### config.mk
export PLATFORM = sky130hd
export DESIGN_NAME = mem_port_arbiter
export DESIGN_NICKNAME = d
export VERILOG_FILES = /design/src/rtl/mem_port_arbiter.sv
export SDC_FILE = /design/constraint.sdc
export NUM_CORES = 1
export LEC_CHECK = 0
export ABC_AREA = 1
export BUFFER_PORTS_ARGS = -buffer_cell sky130_fd_sc_hd__buf_2
export CAP_MARGIN = 20
export CORE_UTILIZATION = 48
export DETAILED_ROUTE_END_ITERATION = 10
export PLACE_DENSITY = 0.86
export SETUP_SLACK_MARGIN = 0.15
export SYNTH_ARGS = -nofsm -noshare
export SYNTH_HDL_FRONTEND = slang
export SYNTH_SLANG_ARGS = --single-unit
### constraint.sdc
create_clock -name clk -period 5.3 [get_ports clk]
set_input_delay 0.53 -clock clk [delete_from_list [all_inputs] [get_ports clk]]
set_output_delay 0.53 -clock clk [all_outputs]
set_load 0.05 [all_outputs]
### src/rtl/mem_port_arbiter.sv
// Arbitrates one single-ported RAM between an instruction fetcher (I) and a data port (D).
// One transaction in flight; D wins unless I has been passed over STARVE_LIMIT times in a row.
module mem_port_arbiter #(
  parameter int unsigned STARVE_LIMIT = 4,
  parameter int unsigned ADDR_W       = 32
) (
  input  logic              clk,
  input  logic              rst,
  input  logic              ins_valid_i,
  output logic              ins_ready_o,
  input  logic [ADDR_W-1:0] ins_addr_i,
  output logic              ins_rvalid_ro,
  output logic [31:0]       ins_rdata_ro,
  input  logic              jump_taken_i,
  input  logic              data_valid_i,
  output logic              data_ready_o,
  input  logic [ADDR_W-1:0] data_addr_i,
  input  logic              data_write_i,
  input  logic [1:0]        data_width_i,
  input  logic [31:0]       data_wdata_i,
  output logic              data_rvalid_ro,
  output logic [31:0]       data_rdata_ro,
  output logic              mem_req_ro,
  output logic [ADDR_W-1:0] mem_addr_ro,
  output logic              mem_write_ro,
  output logic [1:0]        mem_width_ro,
  output logic [31:0]       mem_wdata_ro,
  input  logic              mem_ready_i,
  input  logic              mem_rvalid_i,
  input  logic [31:0]       mem_rdata_i
);

  typedef enum logic [1:0] {StIdle, StReq, StResp} state_e;

  localparam logic [3:0] CntMax = 4'(STARVE_LIMIT);

  state_e            state_q, state_d;
  logic [3:0]        cnt_q, cnt_d;
  logic              kill_q, kill_d;
  logic              owner_q, owner_d;  // 1: D owns the transaction, 0: I
  logic              mem_req_q, mem_req_d;
  logic [ADDR_W-1:0] mem_addr_q, mem_addr_d;
  logic              mem_write_q, mem_write_d;
  logic [1:0]        mem_width_q, mem_width_d;
  logic [31:0]       mem_wdata_q, mem_wdata_d;
  logic              ins_rvalid_q, ins_rvalid_d;
  logic [31:0]       ins_rdata_q, ins_rdata_d;
  logic              data_rvalid_q, data_rvalid_d;
  logic [31:0]       data_rdata_q, data_rdata_d;

  always_comb begin
    state_d       = state_q;
    cnt_d         = cnt_q;
    kill_d        = kill_q;
    owner_d       = owner_q;
    mem_req_d     = mem_req_q;
    mem_addr_d    = mem_addr_q;
    mem_write_d   = mem_write_q;
    mem_width_d   = mem_width_q;
    mem_wdata_d   = mem_wdata_q;
    ins_rvalid_d  = 1'b0;
    ins_rdata_d   = ins_rdata_q;
    data_rvalid_d = 1'b0;
    data_rdata_d  = data_rdata_q;
    data_ready_o  = 1'b0;
    ins_ready_o   = 1'b0;

    unique case (state_q)
      StIdle: begin
        kill_d       = 1'b0;
        data_ready_o = data_valid_i && !(ins_valid_i && !jump_taken_i && cnt_q == CntMax);
        ins_ready_o  = ins_valid_i && !jump_taken_i && !data_ready_o;
        if (data_ready_o) begin
          owner_d     = 1'b1;
          mem_addr_d  = data_addr_i;
          mem_write_d = data_write_i;
          mem_width_d = (data_width_i == 2'b11) ? 2'b10 : data_width_i;
          mem_wdata_d = data_write_i ? data_wdata_i : 32'h0;
          // Only count D wins that actually made I wait.
          if (ins_valid_i) begin
            cnt_d = (cnt_q == CntMax) ? cnt_q : cnt_q + 4'd1;
          end else begin
            cnt_d = 4'd0;
          end
          mem_req_d = 1'b1;
          state_d   = StReq;
        end else if (ins_ready_o) begin
          owner_d     = 1'b0;
          mem_addr_d  = ins_addr_i;
          mem_write_d = 1'b0;
          mem_width_d = 2'b10;
          mem_wdata_d = 32'h0;
          cnt_d       = 4'd0;
          mem_req_d   = 1'b1;
          state_d     = StReq;
        end
      end
      StReq: begin
        if (jump_taken_i && !owner_q) kill_d = 1'b1;
        if (mem_ready_i) begin
          mem_req_d = 1'b0;
          state_d   = StResp;
        end
      end
      StResp: begin
        if (jump_taken_i && !owner_q) kill_d = 1'b1;
        if (mem_rvalid_i) begin
          state_d = StIdle;
          kill_d  = 1'b0;
          if (owner_q) begin
            data_rvalid_d = 1'b1;
            data_rdata_d  = mem_write_q ? 32'h0 : mem_rdata_i;
          end else if (!kill_q && !jump_taken_i) begin
            // A jump on the completing edge also makes the fetch stale.
            ins_rvalid_d = 1'b1;
            ins_rdata_d  = mem_rdata_i;
          end
        end
      end
      default: state_d = StIdle;
    endcase
  end

  always_ff @(posedge clk or posedge rst) begin
    if (rst) begin
      state_q       <= StIdle;
      cnt_q         <= 4'd0;
      kill_q        <= 1'b0;
      owner_q       <= 1'b0;
      mem_req_q     <= 1'b0;
      mem_addr_q    <= '0;
      mem_write_q   <= 1'b0;
      mem_width_q   <= 2'b00;
      mem_wdata_q   <= 32'h0;
      ins_rvalid_q  <= 1'b0;
      ins_rdata_q   <= 32'h0;
      data_rvalid_q <= 1'b0;
      data_rdata_q  <= 32'h0;
    end else begin
      state_q       <= state_d;
      cnt_q         <= cnt_d;
      kill_q        <= kill_d;
      owner_q       <= owner_d;
      mem_req_q     <= mem_req_d;
      mem_addr_q    <= mem_addr_d;
      mem_write_q   <= mem_write_d;
      mem_width_q   <= mem_width_d;
      mem_wdata_q   <= mem_wdata_d;
      ins_rvalid_q  <= ins_rvalid_d;
      ins_rdata_q   <= ins_rdata_d;
      data_rvalid_q <= data_rvalid_d;
      data_rdata_q  <= data_rdata_d;
    end
  end

  assign mem_req_ro     = mem_req_q;
  assign mem_addr_ro    = mem_addr_q;
  assign mem_write_ro   = mem_write_q;
  assign mem_width_ro   = mem_width_q;
  assign mem_wdata_ro   = mem_wdata_q;
  assign ins_rvalid_ro  = ins_rvalid_q;
  assign ins_rdata_ro   = ins_rdata_q;
  assign data_rvalid_ro = data_rvalid_q;
  assign data_rdata_ro  = data_rdata_q;

endmodule

==> metrics.txt <==
outcome=completed; floorplan row count=41; final number of max-transition violations=0; clock tree from TritonCTS=done; Yosys warning total=0; number of CTS-inserted buffers=17; wirelength, routed=17400 um; # port buffers=273; endpoint class of the critical path=register; fraction of final layout cells sized beyond drive strength 1=0.313; number of antenna-violating nets in the routed design=0; count of flip-flops with a built-in enable after synthesis=0; largest voltage drop on the vdd net=0.466 mV; vias in the first global route=5784; maximum number of pins on one net before global-route repair=88; detailed-routing iteration count for the pre-antenna-repair pass=7; leakage power summed over all cells=4.75 nW; clock slew at the register clock pins of the worst setup and hold paths=0.06 ns; unrepaired setup endpoints after global routing=no; top-level port count=274; count of nets after finishing=1158; H-tree depth reported by CTS=4; clock tree root buffer cell=sky130_fd_sc_hd__clkbuf_16; Mean Syn Cell Area=8.37 um^2; grt total ovfl=0; Clk Latency, worst-skew pair=0.42 ns; overall die height=117 um; Distinct cells, synth=23; final estimated routing congestion in global placement=0.819; starting density of the core=0.499; Least-Margin Pin Slew=0.940 ns; Die Wd=117 um; Final Hold Viols=0; instance count of the mapped netlist=764; critical path launch point=state_q[0]$_DFFE_PP0P_; Worst EP required=5.57 ns; number of clock sinks=142; CTS-repair resized insts=0; post-synthesis sequential area ratio=0.555; flops & latches, synth=142; Core Box Area=12800 um^2; Post-CTS Hold Fix Bufs=0; GRT Resource Usage Total=0.263; Synth top area share=0.555; Sequential Area=3550 um^2; Async S/R FF share, synth=1.00; most frequent cells after synthesis=250 x sky130_fd_sc_hd__nand2_1, 142 x sky130_fd_sc_hd__dfrtp_1, 83 x sky130_fd_sc_hd__inv_1; most instantiated library cell after synthesis=sky130_fd_sc_hd__nand2_1; Final Cycle Share=0.536; Startpoint Class=register; worst reg2reg path startpoint=state_q[0]$_DFFE_PP0P_; timing-limited maximum frequency=352 MHz; first-pass GRT wire length=28500 um; multi-input gate area in the final layout=2310 um^2; min cycle time layout=2.84 ns; summed instance area of the synthesized netlist=6400 um^2; worst-case clock buffer depth=2; number of nets in the synthesized netlist=908; data arrival at the endpoint of the critical path=3.11 ns; Power per Cell Area=704 nW/um^2; number of DRC violations after detailed routing=0; number of vias per cell=5.08; # Post-CTS Setup Buffers=0; post-DP HPWL=11900 um; drt first-iter violations=486; final sum of negative setup slack=0 ns; worst slew margin relative to its limit=0.372; Filler Cells Inserted=1035; top fanout value on the critical path=77; total via count after detailed routing=6092; Setup Skew=0.0124 ns; DIE AREA=13800 um^2; post-route worst hold slack=0.239 ns; HP Class=primary input to asynchronous set/reset pin; crit path kind=register to register; Synth area leader=sky130_fd_sc_hd__dfrtp_1; layout overhead on the synthesized area=32.5%; cells taking the most area after synthesis=sky130_fd_sc_hd__dfrtp_1 56%, sky130_fd_sc_hd__nand2_1 15%, sky130_fd_sc_hd__nand3_1 5.5%, sky130_fd_sc_hd__inv_1 4.9%, sky130_fd_sc_hd__o21ai_0 3.8%; Max-cap violations=0; count of final setup violators=0; post-DR wirelength/cell=14.5 um; most used flip-flop cell after synthesis=sky130_fd_sc_hd__dfrtp_1; number of antenna violations at the first check in global routing=3
[state kept, by name (all words and copies together) (netlist names)]
register and cells:
cnt_q 4, mem_write_ro 1, mem_addr_ro 32, mem_width_ro 2, ins_rvalid_ro 1, state_q 2, kill_q 1, data_rvalid_ro 1
mem_req_ro 1, mem_wdata_ro 32, ins_rdata_ro 32, data_rdata_ro 32, owner_q 1
[report_power, final]
group,switching (mW),total [mW],leakage [nW],internal (mW)
Combinational,2.30,2.92,2.65,0.616
Clock,0.462,1.25,0.298,0.790
Sequential,0.260,1.80,1.81,1.54
[cells in the final DEF (no fill, tap or decap)]
cell type                      n
sky130_fd_sc_hd__inv_1        82
sky130_fd_sc_hd__buf_8         1
sky130_fd_sc_hd__o211ai_1      1
sky130_fd_sc_hd__o22ai_1       1
sky130_fd_sc_hd__dfrtp_1     142
sky130_fd_sc_hd__clkinvlp_4    2
sky130_fd_sc_hd__ha_1          6
sky130_fd_sc_hd__or2_2         2
sky130_fd_sc_hd__nor3_2        1
sky130_fd_sc_hd__o21ai_0      49
sky130_fd_sc_hd__clkbuf_1      2
sky130_fd_sc_hd__buf_4         6
sky130_fd_sc_hd__inv_2         2
sky130_fd_sc_hd__nand4_1      35
sky130_fd_sc_hd__nand3b_1     32
sky130_fd_sc_hd__nor3_1        2
sky130_fd_sc_hd__clkbuf_16    17
sky130_fd_sc_hd__diode_2       1
sky130_fd_sc_hd__nand3_1      70
sky130_fd_sc_hd__a21oi_1       1
sky130_fd_sc_hd__nand2_2       3
sky130_fd_sc_hd__o21ai_1      20
sky130_fd_sc_hd__nor2_1       13
sky130_fd_sc_hd__nand2_1     249
sky130_fd_sc_hd__inv_6         3
sky130_fd_sc_hd__clkinv_4      3
sky130_fd_sc_hd__buf_16        1
sky130_fd_sc_hd__bufinv_16     4
sky130_fd_sc_hd__a21oi_4       1
sky130_fd_sc_hd__o21a_1        1
sky130_fd_sc_hd__buf_2       273
sky130_fd_sc_hd__clkinv_2      2
[stage by stage]
step / utilization / cells / cell area, um^2 / power, mW / setup slack [ns]
final: 0.661 / 1200 / 8480 / 5.97 / 2.46
after CTS: 0.658 / 1197 / 8430 / 5.98 / 2.44
after floorplan: - / 764 / 6400 / 3.98 / 0.960
after detailed placement: 0.609 / 1165 / 7810 / 4.71 / 2.45
after global placement: 0.609 / 1165 / 7810 / 4.65 / 2.54
after global routing: 0.661 / 1200 / 8480 / 6.26 / 2.12
[critical path, cell delays in order, from the launching register on]
cell	delay [ns]
sky130_fd_sc_hd__dfrtp_1	0.40
sky130_fd_sc_hd__inv_1	0.10
sky130_fd_sc_hd__ha_1	0.27
sky130_fd_sc_hd__inv_1	0.12
sky130_fd_sc_hd__a21oi_4	0.72
sky130_fd_sc_hd__inv_2	0.36
sky130_fd_sc_hd__buf_4	0.45
sky130_fd_sc_hd__nand2_1	0.15
sky130_fd_sc_hd__o21ai_0	0.09
[kinds of logic (layout without fill, tap and decap cells)]
kind of cell / Yosys count / in the layout / synth area share
flip-flops: 142 / 142 / 0.555
other: 0 / 1 / 0
AND/OR/NAND/NOR: 407 / 407 / 0.287
buffers and inverters: 135 / 398 / 0.0851
AO/OA/AOI/OAI: 74 / 74 / 0.0606
adder cells (fa/ha/maj): 6 / 6 / 0.0117
[path summary, 6_finish.rpt]
check | endpoint | slack (ns) | cells past startpoint
worst max register to register | mem_wdata_ro[27]$_DFFE_PP0P_ | 2.46 | 8
max in group asynchronous | ins_rdata_ro[1]$_DFFE_PP0P_ | 3.92 | 3
min in group clk | ins_rdata_ro[20]$_DFFE_PP0P_ | 0.32 | 3
worst max-delay path | mem_wdata_ro[27]$_DFFE_PP0P_ | 2.46 | 8
worst min-delay path | mem_wdata_ro[13]$_DFFE_PP0P_ | 0.24 | 2
worst min register to register | ins_rdata_ro[23]$_DFFE_PP0P_ | 0.47 | 2
[per-layer routing]
metal / vias up / wire length, um / global-route usage / share of wire
li1: 2947 / - / - / -
met5: - / 26 / 0 / 0.0015
met1: 2764 / 6950 / 0.319 / 0.40
met3: 51 / 1460 / 0.0691 / 0.084
met2: 326 / 8430 / 0.436 / 0.48
met4: 4 / 539 / 0.123 / 0.031
[area by class of cell]
cell class	instances	share of cell area
Clock buffer	19	0.0511
Multi-Input combinational cell	487	0.272
Sequential cell	142	0.419
Timing Repair Buffer	281	0.171
Inverter	85	0.0382
Clock inverter	13	0.0223
Antenna cell	1	0.000295
Tap cell	172	0.0254
No activity file was read; power rests on OpenSTA's default activity.
